**src/rtl/arb4_mux_sched_if.sv**
```systemverilog
// Shared-mux arbiter bus: request/release inputs, mux data
// inputs, and the registered grant/select/data outputs.
interface arb4_mux_sched_if;
  logic [3:0] req;
  logic       done;
  logic       i0;
  logic       i1;
  logic       i2;
  logic       i3;
  logic [3:0] gnt;
  logic       s0;
  logic       s1;
  logic       out;
  logic       busy;

  modport master (
    output req, done, i0, i1, i2, i3,
    input  gnt, s0, s1, out, busy
  );

  modport slave (
    input  req, done, i0, i1, i2, i3,
    output gnt, s0, s1, out, busy
  );
endinterface

```
**src/rtl/arb4_mux_sched.sv**
```systemverilog
// 4-way round-robin arbiter owning a shared 4:1 mux (IDLE/GRANT/COOL).
// Optional ARB4_LOCK_EN adds a lock input that suppresses the hold timeout.
module arb4_mux_sched #(
  parameter int HOLD_MAX = 8
) (
  input logic clk,
  input logic rst_n,
`ifdef ARB4_LOCK_EN
  input logic lock,
`endif
  arb4_mux_sched_if.slave bus
);

  typedef enum logic [1:0] {
    IDLE,
    GRANT,
    COOL
  } state_t;

  localparam logic [7:0] LAST = 8'(HOLD_MAX - 1);

  state_t     state, state_n;
  logic [3:0] gnt_q, gnt_n;
  logic [1:0] sel_q, sel_n;
  logic       out_q, out_n;
  logic [1:0] ptr, ptr_n;
  logic [7:0] cnt, cnt_n;

  logic [1:0] win;
  logic [3:0] din;
  logic       tmo;
  logic       rel;

  assign din = {bus.i3, bus.i2, bus.i1, bus.i0};

`ifdef ARB4_LOCK_EN
  assign tmo = (cnt >= LAST) & ~lock;
`else
  assign tmo = (cnt >= LAST);
`endif

  assign rel = bus.done | ~bus.req[sel_q] | tmo;

  // Descending scan so the smallest offset from ptr wins.
  always_comb begin
    win = ptr;
    for (int k = 3; k >= 0; k--) begin
      if (bus.req[ptr + 2'(k)])
        win = ptr + 2'(k);
    end
  end

  always_comb begin
    state_n = state;
    gnt_n   = gnt_q;
    sel_n   = sel_q;
    out_n   = out_q;
    ptr_n   = ptr;
    cnt_n   = cnt;
    unique case (state)
      IDLE: begin
        out_n = 1'b0;
        if (|bus.req) begin
          state_n = GRANT;
          gnt_n   = 4'b0001 << win;
          sel_n   = win;
          cnt_n   = 8'd0;
        end
      end
      GRANT: begin
        out_n = din[sel_q];
        unique case (1'b1)
          rel: begin
            state_n = COOL;
            gnt_n   = 4'b0000;
            out_n   = 1'b0;
            ptr_n   = sel_q + 2'd1;
          end
          default: begin
            if (cnt != 8'hFF)
              cnt_n = cnt + 8'd1;
          end
        endcase
      end
      COOL: begin
        state_n = IDLE;
      end
      default: begin
        state_n = IDLE;
      end
    endcase
  end

  always_ff @(posedge clk or negedge rst_n) begin
    if (!rst_n) begin
      state <= IDLE;
      gnt_q <= 4'b0000;
      sel_q <= 2'd0;
      out_q <= 1'b0;
      ptr   <= 2'd0;
      cnt   <= 8'd0;
    end else begin
      state <= state_n;
      gnt_q <= gnt_n;
      sel_q <= sel_n;
      out_q <= out_n;
      ptr   <= ptr_n;
      cnt   <= cnt_n;
    end
  end

  assign bus.gnt  = gnt_q;
  assign bus.s0   = sel_q[1];
  assign bus.s1   = sel_q[0];
  assign bus.out  = out_q;
  assign bus.busy = (state != IDLE);

endmodule
```
**src/flat_wrapper.sv**
```systemverilog
// flat-port wrapper written by rule: the top's interface ports become plain ports
module arb4_mux_sched_flat 
#(
  parameter int HOLD_MAX = 8
)
  (clk, rst_n, bus_req, bus_done, bus_i0, bus_i1, bus_i2, bus_i3, bus_gnt, bus_s0, bus_s1, bus_out, bus_busy);
  arb4_mux_sched_if bus_i ();
  input logic clk;
  input logic rst_n;
  input wire logic [$bits(bus_i.req)-1:0] bus_req;
  input wire logic [$bits(bus_i.done)-1:0] bus_done;
  input wire logic [$bits(bus_i.i0)-1:0] bus_i0;
  input wire logic [$bits(bus_i.i1)-1:0] bus_i1;
  input wire logic [$bits(bus_i.i2)-1:0] bus_i2;
  input wire logic [$bits(bus_i.i3)-1:0] bus_i3;
  output wire logic [$bits(bus_i.gnt)-1:0] bus_gnt;
  output wire logic [$bits(bus_i.s0)-1:0] bus_s0;
  output wire logic [$bits(bus_i.s1)-1:0] bus_s1;
  output wire logic [$bits(bus_i.out)-1:0] bus_out;
  output wire logic [$bits(bus_i.busy)-1:0] bus_busy;
  assign bus_i.req = bus_req;
  assign bus_i.done = bus_done;
  assign bus_i.i0 = bus_i0;
  assign bus_i.i1 = bus_i1;
  assign bus_i.i2 = bus_i2;
  assign bus_i.i3 = bus_i3;
  assign bus_gnt = bus_i.gnt;
  assign bus_s0 = bus_i.s0;
  assign bus_s1 = bus_i.s1;
  assign bus_out = bus_i.out;
  assign bus_busy = bus_i.busy;
  arb4_mux_sched #(.HOLD_MAX(HOLD_MAX)) u_core (.clk(clk), .rst_n(rst_n), .bus(bus_i));
endmodule
```
**config.mk**
```make
export PLATFORM = sky130hd
export DESIGN_NAME = arb4_mux_sched_flat
export DESIGN_NICKNAME = d
export VERILOG_FILES = /design/src/rtl/arb4_mux_sched_if.sv /design/src/rtl/arb4_mux_sched.sv /design/src/flat_wrapper.sv
export SDC_FILE = /design/constraint.sdc
export NUM_CORES = 1
export LEC_CHECK = 0
export CORE_MARGIN = 2
export CORE_UTILIZATION = 50
export CTS_CLUSTER_SIZE = 14
export DETAILED_ROUTE_END_ITERATION = 8
export GPL_ROUTABILITY_DRIVEN = 0
export GPL_TIMING_DRIVEN = 1
export PLACE_DENSITY = 0.85
export SETUP_SLACK_MARGIN = 0.1
export SLEW_MARGIN = 10
export SYNTH_ARGS = -nofsm -noshare
export SYNTH_HDL_FRONTEND = slang
export SYNTH_SLANG_ARGS = --single-unit
```
**constraint.sdc**
```tcl
create_clock -name clk -period 2.3 [get_ports clk]
set_input_delay 0.46 -clock clk [delete_from_list [all_inputs] [get_ports clk]]
set_output_delay 0.46 -clock clk [all_outputs]
set_load 0.02 [all_outputs]
```
==> impl_results.md, run 1 <==
- Worst Path Class, Setup: flip-flop to flip-flop
- Instance count of the mapped netlist: 85
- Count of H-tree levels built during CTS: 1
- Antenna Diode Count: 0
- Reg-to-Reg End: u_core.ptr[1]$_DFFE_PN0P_
- Clock Skew: 0.00146 ns
- Internal power: 806 µW
- Total number of vias: 744
- Chip Width: 48.2 µm
- Footprint of the multi-input gates: 454 µm²
- Remaining global-route overflow: 0
- Leakage Power: 0.534 nW
- Worst-path clk slew: 0.10 ns
- Reg2Reg Setup Slack: 0.27 ns
- Critical Path Start: u_core.cnt[0]$_DFFE_PN0P_
- Worst path max stage delay: 0.42 ns
- Floorplan die area: 0.00233 mm²
- Most common cell in the netlist: sky130_fd_sc_hd__dfrtp_1
- Number of top-level pins: 19
- Post-route cell area: 0.00119 mm²
- RSZ-0062 raised after global routing: false
- Total cell area at the placement stage: 0.00116 mm²
- CP cell instances: ha_1 -> a211oi_1 -> a21oi_1 -> a311oi_4 -> mux2_2
- Proportion of synthesized chip area in sequential cells: 48.6%
- Total chip power: 1.33 mW
- Fraction of power consumed by the clock network: 12.2%
- Least-Margin Pin Slew: 0.453 ns
- Mean instance size in the synthesized netlist: 11.5 µm²
- Post-synthesis adder-cell area fraction: 1.28%
- DRT Pass-1 Iters: 4
- Post-detailed-routing wire length: 1870 µm
- CTS Buffer Depth: 2
- Category of the worst setup path capture point: flip-flop
- Capturing element of the worst setup path: u_core.ptr[1]$_DFFE_PN0P_
- Post-route fraction of the period consumed by the critical path: 88.4%
- Port bufs: 18
- Seq. cell area: 475 µm²
- Global-route wire length before repair: 2870 µm
- Critical Path Source Type: flip-flop
- ANT nets after route: 0
- Vias/cell: 5.77
- Maximum number of pins on one net before global-route repair: 20
- Switching fraction of total power: 39.6%
- Compound-gate portion of the synthesized area: 19.8%
- Clock tree from TritonCTS: yes
- Yosys warning total: 0
- Yosys cell types: 38
- CTS buffer count: 3
- Vertical die dimension: 48.2 µm
- Number of synthesized register bits: 19
- Xor-xnor portion of the synthesized cell area: 0.895%
- Starting DRC count in detailed routing: 14
- GRT Total Usage: 18.1%
- # rows: 15
- Top cells by instance count after synthesis: 19 x sky130_fd_sc_hd__dfrtp_1, 6 x sky130_fd_sc_hd__nor2_1, 5 x sky130_fd_sc_hd__a21oi_1
- Comb pwr share: 48.2%
- Vias in the first global route: 693
- Detailed placement HPWL: 1450 µm
- Largest family of logic cells by synthesized area: compound AO/OA/AOI/OAI gates
- Synth async-reset ratio: 100%
- Status: complete, no violations
- Mux contribution to synthesized area: 8.18%
- Count of flip-flops with a built-in enable after synthesis: 0
- Insertion delay of the later-clocked pin in the worst-skew pair: 0.29 ns
- WL/cell: 14.5 µm
- Post-CTS setup-driven buffer insertion count: 0
- Post-cts gate resize count: 0
- R2r worst-path depth: 5
- Sw power: 527 µW
- Nets: 117
- Number of nets in the synthesized netlist: 97
- Power density of the placed cells: 1120 mW/mm²
- Highest clock frequency the design can meet: 492 MHz
- DR DRC count: 0
- Reg-to-reg startpoint: u_core.cnt[0]$_DFFE_PN0P_
- Area fraction of the dominant cell type after synthesis: 48.6%
- Standard cell core area: 0.00178 mm²
- Dominant cell type by area after synthesis: sky130_fd_sc_hd__dfrtp_1
- Synth Area in Simple Gates: 16.2%
- Mapped cell area: 978 µm²
- Cell at the root of the clock tree: sky130_fd_sc_hd__clkbuf_4
- Hold Fails Final Rpt: 0
- Hold buffers post-CTS: 0
- Part of the power in registers: 39.6%
- Peak supply drop: 0.633 mV
- Maximum fanout count along the critical path: 7
- Effective utilization at floorplan: 54.9%
- Max_cap viols: 0
- Req. time, crit path: 2.49 ns
- Cell types with the largest area share after synthesis: sky130_fd_sc_hd__dfrtp_1 49%, sky130_fd_sc_hd__a32o_1 4.1%, sky130_fd_sc_hd__a311oi_4 2.7%
- Fill cell count: 150
- Top FF cell, synth: sky130_fd_sc_hd__dfrtp_1
- Layout cell share with drive strength beyond 1: 11.5%
- Count of final setup violators: 0
- CTS Sinks: 19
- Remaining max-slew budget at the tightest pin: 69.8%
- Area growth, synth to finish: 21.6%
- Worst min path class: primary input to async pin
- Antenna violations before repair: 0
- Final worst path period need: 2.03 ns
- Cell with the largest stage delay on the worst path: sky130_fd_sc_hd__a311oi_4
- Data arrival time of the worst path: 2.22 ns
- Total negative setup slack: 0 ns
- Max-slew violation count: 0
[logic make-up (layout without fill, tap and decap cells)]
family | Yosys count | in the layout
adders and majority gates | 1 | 1
buffers and inverters | 8 | 27
xor gates and xnor gates | 1 | 1
muxes | 5 | 5
and+or+nand+nor | 28 | 28
DFF | 19 | 19
AOI/OAI and AO/OA | 23 | 23
[worst min-delay path by stage]
stage                               endpoint  cells past startpoint                 startpoint
3_3_place_gp       u_core.cnt[5]$_DFFE_PN0P_                      1  u_core.cnt[5]$_DFFE_PN0P_
6_report           u_core.cnt[1]$_DFFE_PN0P_                      2                      rst_n
3_5_place_dp       u_core.cnt[4]$_DFFE_PN0P_                      1  u_core.cnt[4]$_DFFE_PN0P_
5_1_grt            u_core.cnt[0]$_DFFE_PN0P_                      2                      rst_n
2_1_floorplan  u_core.bus.gnt[0]$_DFFE_PN0P_                      0                      rst_n
4_1_cts            u_core.cnt[1]$_DFFE_PN0P_                      2                      rst_n
[metal layers]
layer,vias up,track usage [%],share of wire [%]
met1,370,24.0,47
met5,-,0,0
li1,353,-,-
met3,4,1.85,3.4
met4,0,9.73,1.9
met2,17,28.9,48
[worst max-delay path, delay by kind of cell, from the launching register on]
kind                       cells  cell delay, ns
DFF                            1            0.41
AOI/OAI and AO/OA              3            0.91
muxes                          1            0.39
adders and majority gates      1            0.22
[cell type report]
cell class / count / area share, %
clock buffers: 4 / 2.21
inverters: 4 / 1.26
multi-input cells: 58 / 38.2
flip-flops and latches: 19 / 40.0
well taps: 25 / 2.63
repair buffers: 19 / 15.8
[power by group through the flow]
stage	clock network, mW	logic (mW)	registers (mW)
floorplan	0	0.467	0.530
global placement	0	0.628	0.525
detailed placement	0	0.648	0.534
CTS	0.165	0.651	0.527
global route	0.177	0.709	0.542
finish	0.162	0.643	0.528
[per-stage QoR]
step / setup slack, ns / hold slack [ns] / utilization (%) / cells
2_1_floorplan: 0.514 / 0.164 / - / 85
3_3_place_gp: 0.0202 / 0.469 / 65.3 / 125
3_5_place_dp: 0.0104 / 0.475 / 65.3 / 125
4_1_cts: 0.256 / 0.485 / 66.7 / 129
5_1_grt: 0.152 / 0.499 / 66.7 / 129
6_report: 0.268 / 0.480 / 66.7 / 129
[state kept, by name, summed over array words and instances (netlist names)]
| signal | count |
|---|---|
| u_core.ptr | 2 |
| u_core.state | 2 |
| u_core.bus.out | 1 |
| u_core.sel_q | 2 |
| u_core.cnt | 8 |
| u_core.bus.gnt | 4 |
[placed cells by master (no fill, tap or decap), drive strengths merged, types with 2 or more instances in the layout]
cell type      count
clkbuf             4
o21ai              5
nor2b              4
a32o               4
clkdlybuf4s50     18
nor2               6
or2                2
inv                4
a21oi              5
nand2              4
mux4               2
mux2i              2
and2               4
dfrtp             19
Power figures use the tool's default switching activity.
==> inputs of run 2 (changes only) <==
==> constraint.sdc (replaced) <==
create_clock -name clk -period 2.3 [get_ports clk]
set_input_delay 0.23 -clock clk [delete_from_list [all_inputs] [get_ports clk]]
set_output_delay 0.23 -clock clk [all_outputs]
set_load 0.02 [all_outputs]
==> run 2 against run 1 <==
Compared with the run above:
- hold slack worse by 0.092 ns
- power is 1.7% higher
- maximum frequency is 1.4% lower
- sequential power is 2% lower
- utilization stayed put
- count of clock-buffer cells in the layout stayed put
- flip-flop and latch count stayed put
- register-to-register slack worse by 0.03 ns
- routed wire length is 2.8% higher
- cell count stayed put
- critical endpoint unchanged
- highest routed layer unchanged
==> impl_results.md, run 2 (same netlist as run 1, synthesis figures left out) <==
- Comb pwr share: 49.7% (was 48.2%)
- CTS buffer count: 3 (unchanged)
- Post-route fraction of the period consumed by the critical path: 89.6% (was 88.4%)
- Post-cts gate resize count: 0 (unchanged)
- Cell at the root of the clock tree: sky130_fd_sc_hd__clkbuf_4 (unchanged)
- Antenna Diode Count: 0 (unchanged)
- Detailed placement HPWL: 1500 µm (was 1450 µm)
- Total negative setup slack: 0 ns (unchanged)
- Category of the worst setup path capture point: flip-flop (unchanged)
- Sw power: 539 µW (was 527 µW)
- Vias in the first global route: 682 (was 693)
- Register with the most flip-flops: u_core.cnt (unchanged)
- Category of cells accounting for the largest share of critical-path delay: compound AO/OA/AOI/OAI gates (unchanged)
- CTS Buffer Depth: 2 (unchanged)
- Vertical die dimension: 48.2 µm (unchanged)
- Hold buffers post-CTS: 0 (unchanged)
- Maximum fanout count along the critical path: 7 (unchanged)
- Post-detailed-routing wire length: 1920 µm (was 1870 µm)
- Chip Width: 48.2 µm (unchanged)
- Count of H-tree levels built during CTS: 1 (unchanged)
- DR DRC count: 0 (unchanged)
- Clock tree from TritonCTS: yes (unchanged)
- CP cell instances: ha_1 -> a211oi_1 -> a21oi_1 -> a311oi_4 -> mux2_2 (unchanged)
- Max-slew violation count: 0 (unchanged)
- Antenna violations before repair: 0 (unchanged)
- Highest clock frequency the design can meet: 485 MHz (was 492 MHz)
- Effective utilization at floorplan: 54.9% (unchanged)
- Leading cell type in the layout, fill and taps excluded: sky130_fd_sc_hd__dfrtp_1 (unchanged)
- Total number of vias: 750 (was 744)
- Count of final setup violators: 0 (unchanged)
- DRT Pass-1 Iters: 4 (unchanged)
- # rows: 15 (unchanged)
- Leading cell types in the layout, fill and taps excluded: 19 x sky130_fd_sc_hd__dfrtp_1, 18 x sky130_fd_sc_hd__clkdlybuf4s50_1, 6 x sky130_fd_sc_hd__nor2_1, 5 x sky130_fd_sc_hd__a21oi_1 (unchanged)
- Global-route wire length before repair: 2990 µm (was 2870 µm)
- Cell with the largest stage delay on the worst path: sky130_fd_sc_hd__a311oi_4 (unchanged)
- Req. time, crit path: 2.49 ns (about the same)
- Hold Fails Final Rpt: 0 (unchanged)
- Max_cap viols: 0 (unchanged)
- Worst path max stage delay: 0.42 ns (about the same)
- Fill cell count: 139 (was 150)
- Remaining max-slew budget at the tightest pin: 46.9% (was 69.8%)
- Remaining global-route overflow: 0 (unchanged)
- Status: complete, no violations (unchanged)
- Critical Path Source Type: flip-flop (unchanged)
- Footprint of the multi-input gates: 454 µm² (unchanged)
- Area growth, synth to finish: 21.6% (unchanged)
- Worst-path clk slew: 0.10 ns (about the same)
- Standard cell core area: 0.00178 mm² (unchanged)
- RSZ-0062 raised after global routing: false (unchanged)
- Layout cell share with drive strength beyond 1: 11.5% (unchanged)
- CTS Sinks: 19 (unchanged)
- Vias/cell: 5.81 (was 5.77)
- Data arrival time of the worst path: 2.25 ns (was 2.22 ns)
- Maximum number of pins on one net before global-route repair: 20 (unchanged)
- Power density of the placed cells: 1140 mW/mm² (was 1120 mW/mm²)
- Total chip power: 1.36 mW (was 1.33 mW)
- Number of flip-flops under the largest register name: 8 (unchanged)
- Floorplan die area: 0.00233 mm² (unchanged)
- Fraction of power consumed by the clock network: 12.1% (was 12.2%)
- Insertion delay of the later-clocked pin in the worst-skew pair: 0.29 ns (about the same)
- Clock Skew: 0.00431 ns (was 0.00146 ns)
- Nets: 117 (unchanged)
- WL/cell: 14.9 µm (was 14.5 µm)
- Seq. cell area: 475 µm² (unchanged)
- Part of the power in registers: 38.2% (was 39.6%)
- Starting DRC count in detailed routing: 25 (was 14)
- Post-CTS setup-driven buffer insertion count: 0 (unchanged)
- Internal power: 816 µW (was 806 µW)
- Peak supply drop: 0.658 mV (was 0.633 mV)
- Final worst path period need: 2.06 ns (was 2.03 ns)
- Switching fraction of total power: 39.8% (was 39.6%)
- Worst Path Class, Setup: flip-flop to flip-flop (unchanged)
- Least-Margin Pin Slew: 0.793 ns (was 0.453 ns)
- ANT nets after route: 0 (unchanged)
- Worst min path class: primary input to async pin (unchanged)
- GRT Total Usage: 19.5% (was 18.1%)
- Number of top-level pins: 19 (unchanged)
- Buffers plus inverters on the worst setup path: 0 (unchanged)
- Port bufs: 18 (unchanged)
- Leakage Power: 0.534 nW (about the same)
## run 2: layout make-up
class / instances / area share (%)
Inverter: 4 / 1.26
Timing Repair Buffer: 19 / 15.8
Tap cell: 25 / 2.63
Sequential cell: 19 / 40.0
Multi-Input combinational cell: 58 / 38.2
Clock buffer: 4 / 2.21
## run 2: path summary, 6_finish.rpt
check,start,end,slack [ns],depth (start not counted)
min in group clk,u_core.cnt[5]$_DFFE_PN0P_,u_core.cnt[5]$_DFFE_PN0P_,0.50,1
setup reg to reg,u_core.cnt[0]$_DFFE_PN0P_,u_core.ptr[1]$_DFFE_PN0P_,0.24,5
hold reg to reg,u_core.cnt[5]$_DFFE_PN0P_,u_core.cnt[5]$_DFFE_PN0P_,0.50,1
hold / removal,rst_n,u_core.cnt[7]$_DFFE_PN0P_,0.39,1
setup / recovery,u_core.cnt[0]$_DFFE_PN0P_,u_core.ptr[1]$_DFFE_PN0P_,0.24,5
max in group asynchronous,rst_n,u_core.cnt[2]$_DFFE_PN0P_,1.42,1
## run 2: routing by layer
metal / track usage, % / part of all wire [%] / vias to the layer above
li1: - / - / 352
met1: 27.3 / 45 / 359
met5: 0 / 0 / -
met3: 3.33 / 6.5 / 4
met4: 9.73 / 1.8 / 0
met2: 29.2 / 47 / 35
## run 2: power groups by stage
stage	clock [mW]	sequential, mW	combinational, mW
after floorplan	0	0.530	0.467
after global placement	0	0.515	0.651
after CTS	0.166	0.516	0.676
after global routing	0.186	0.529	0.734
after detailed placement	0	0.522	0.672
final	0.164	0.518	0.674
## run 2: through the flow
step | instances | hold slack [ns] | worst slack (ns) | cell area, µm² | util (%)
after floorplan | 85 | -0.0656 | 0.514 | 978 | -
after global placement | 125 | 0.469 | 0.249 | 1160 | 65.3
after detailed placement | 125 | 0.476 | 0.216 | 1160 | 65.3
after CTS | 129 | 0.418 | 0.268 | 1190 | 66.7
after global routing | 129 | 0.456 | 0.179 | 1190 | 66.7
final | 129 | 0.388 | 0.240 | 1190 | 66.7
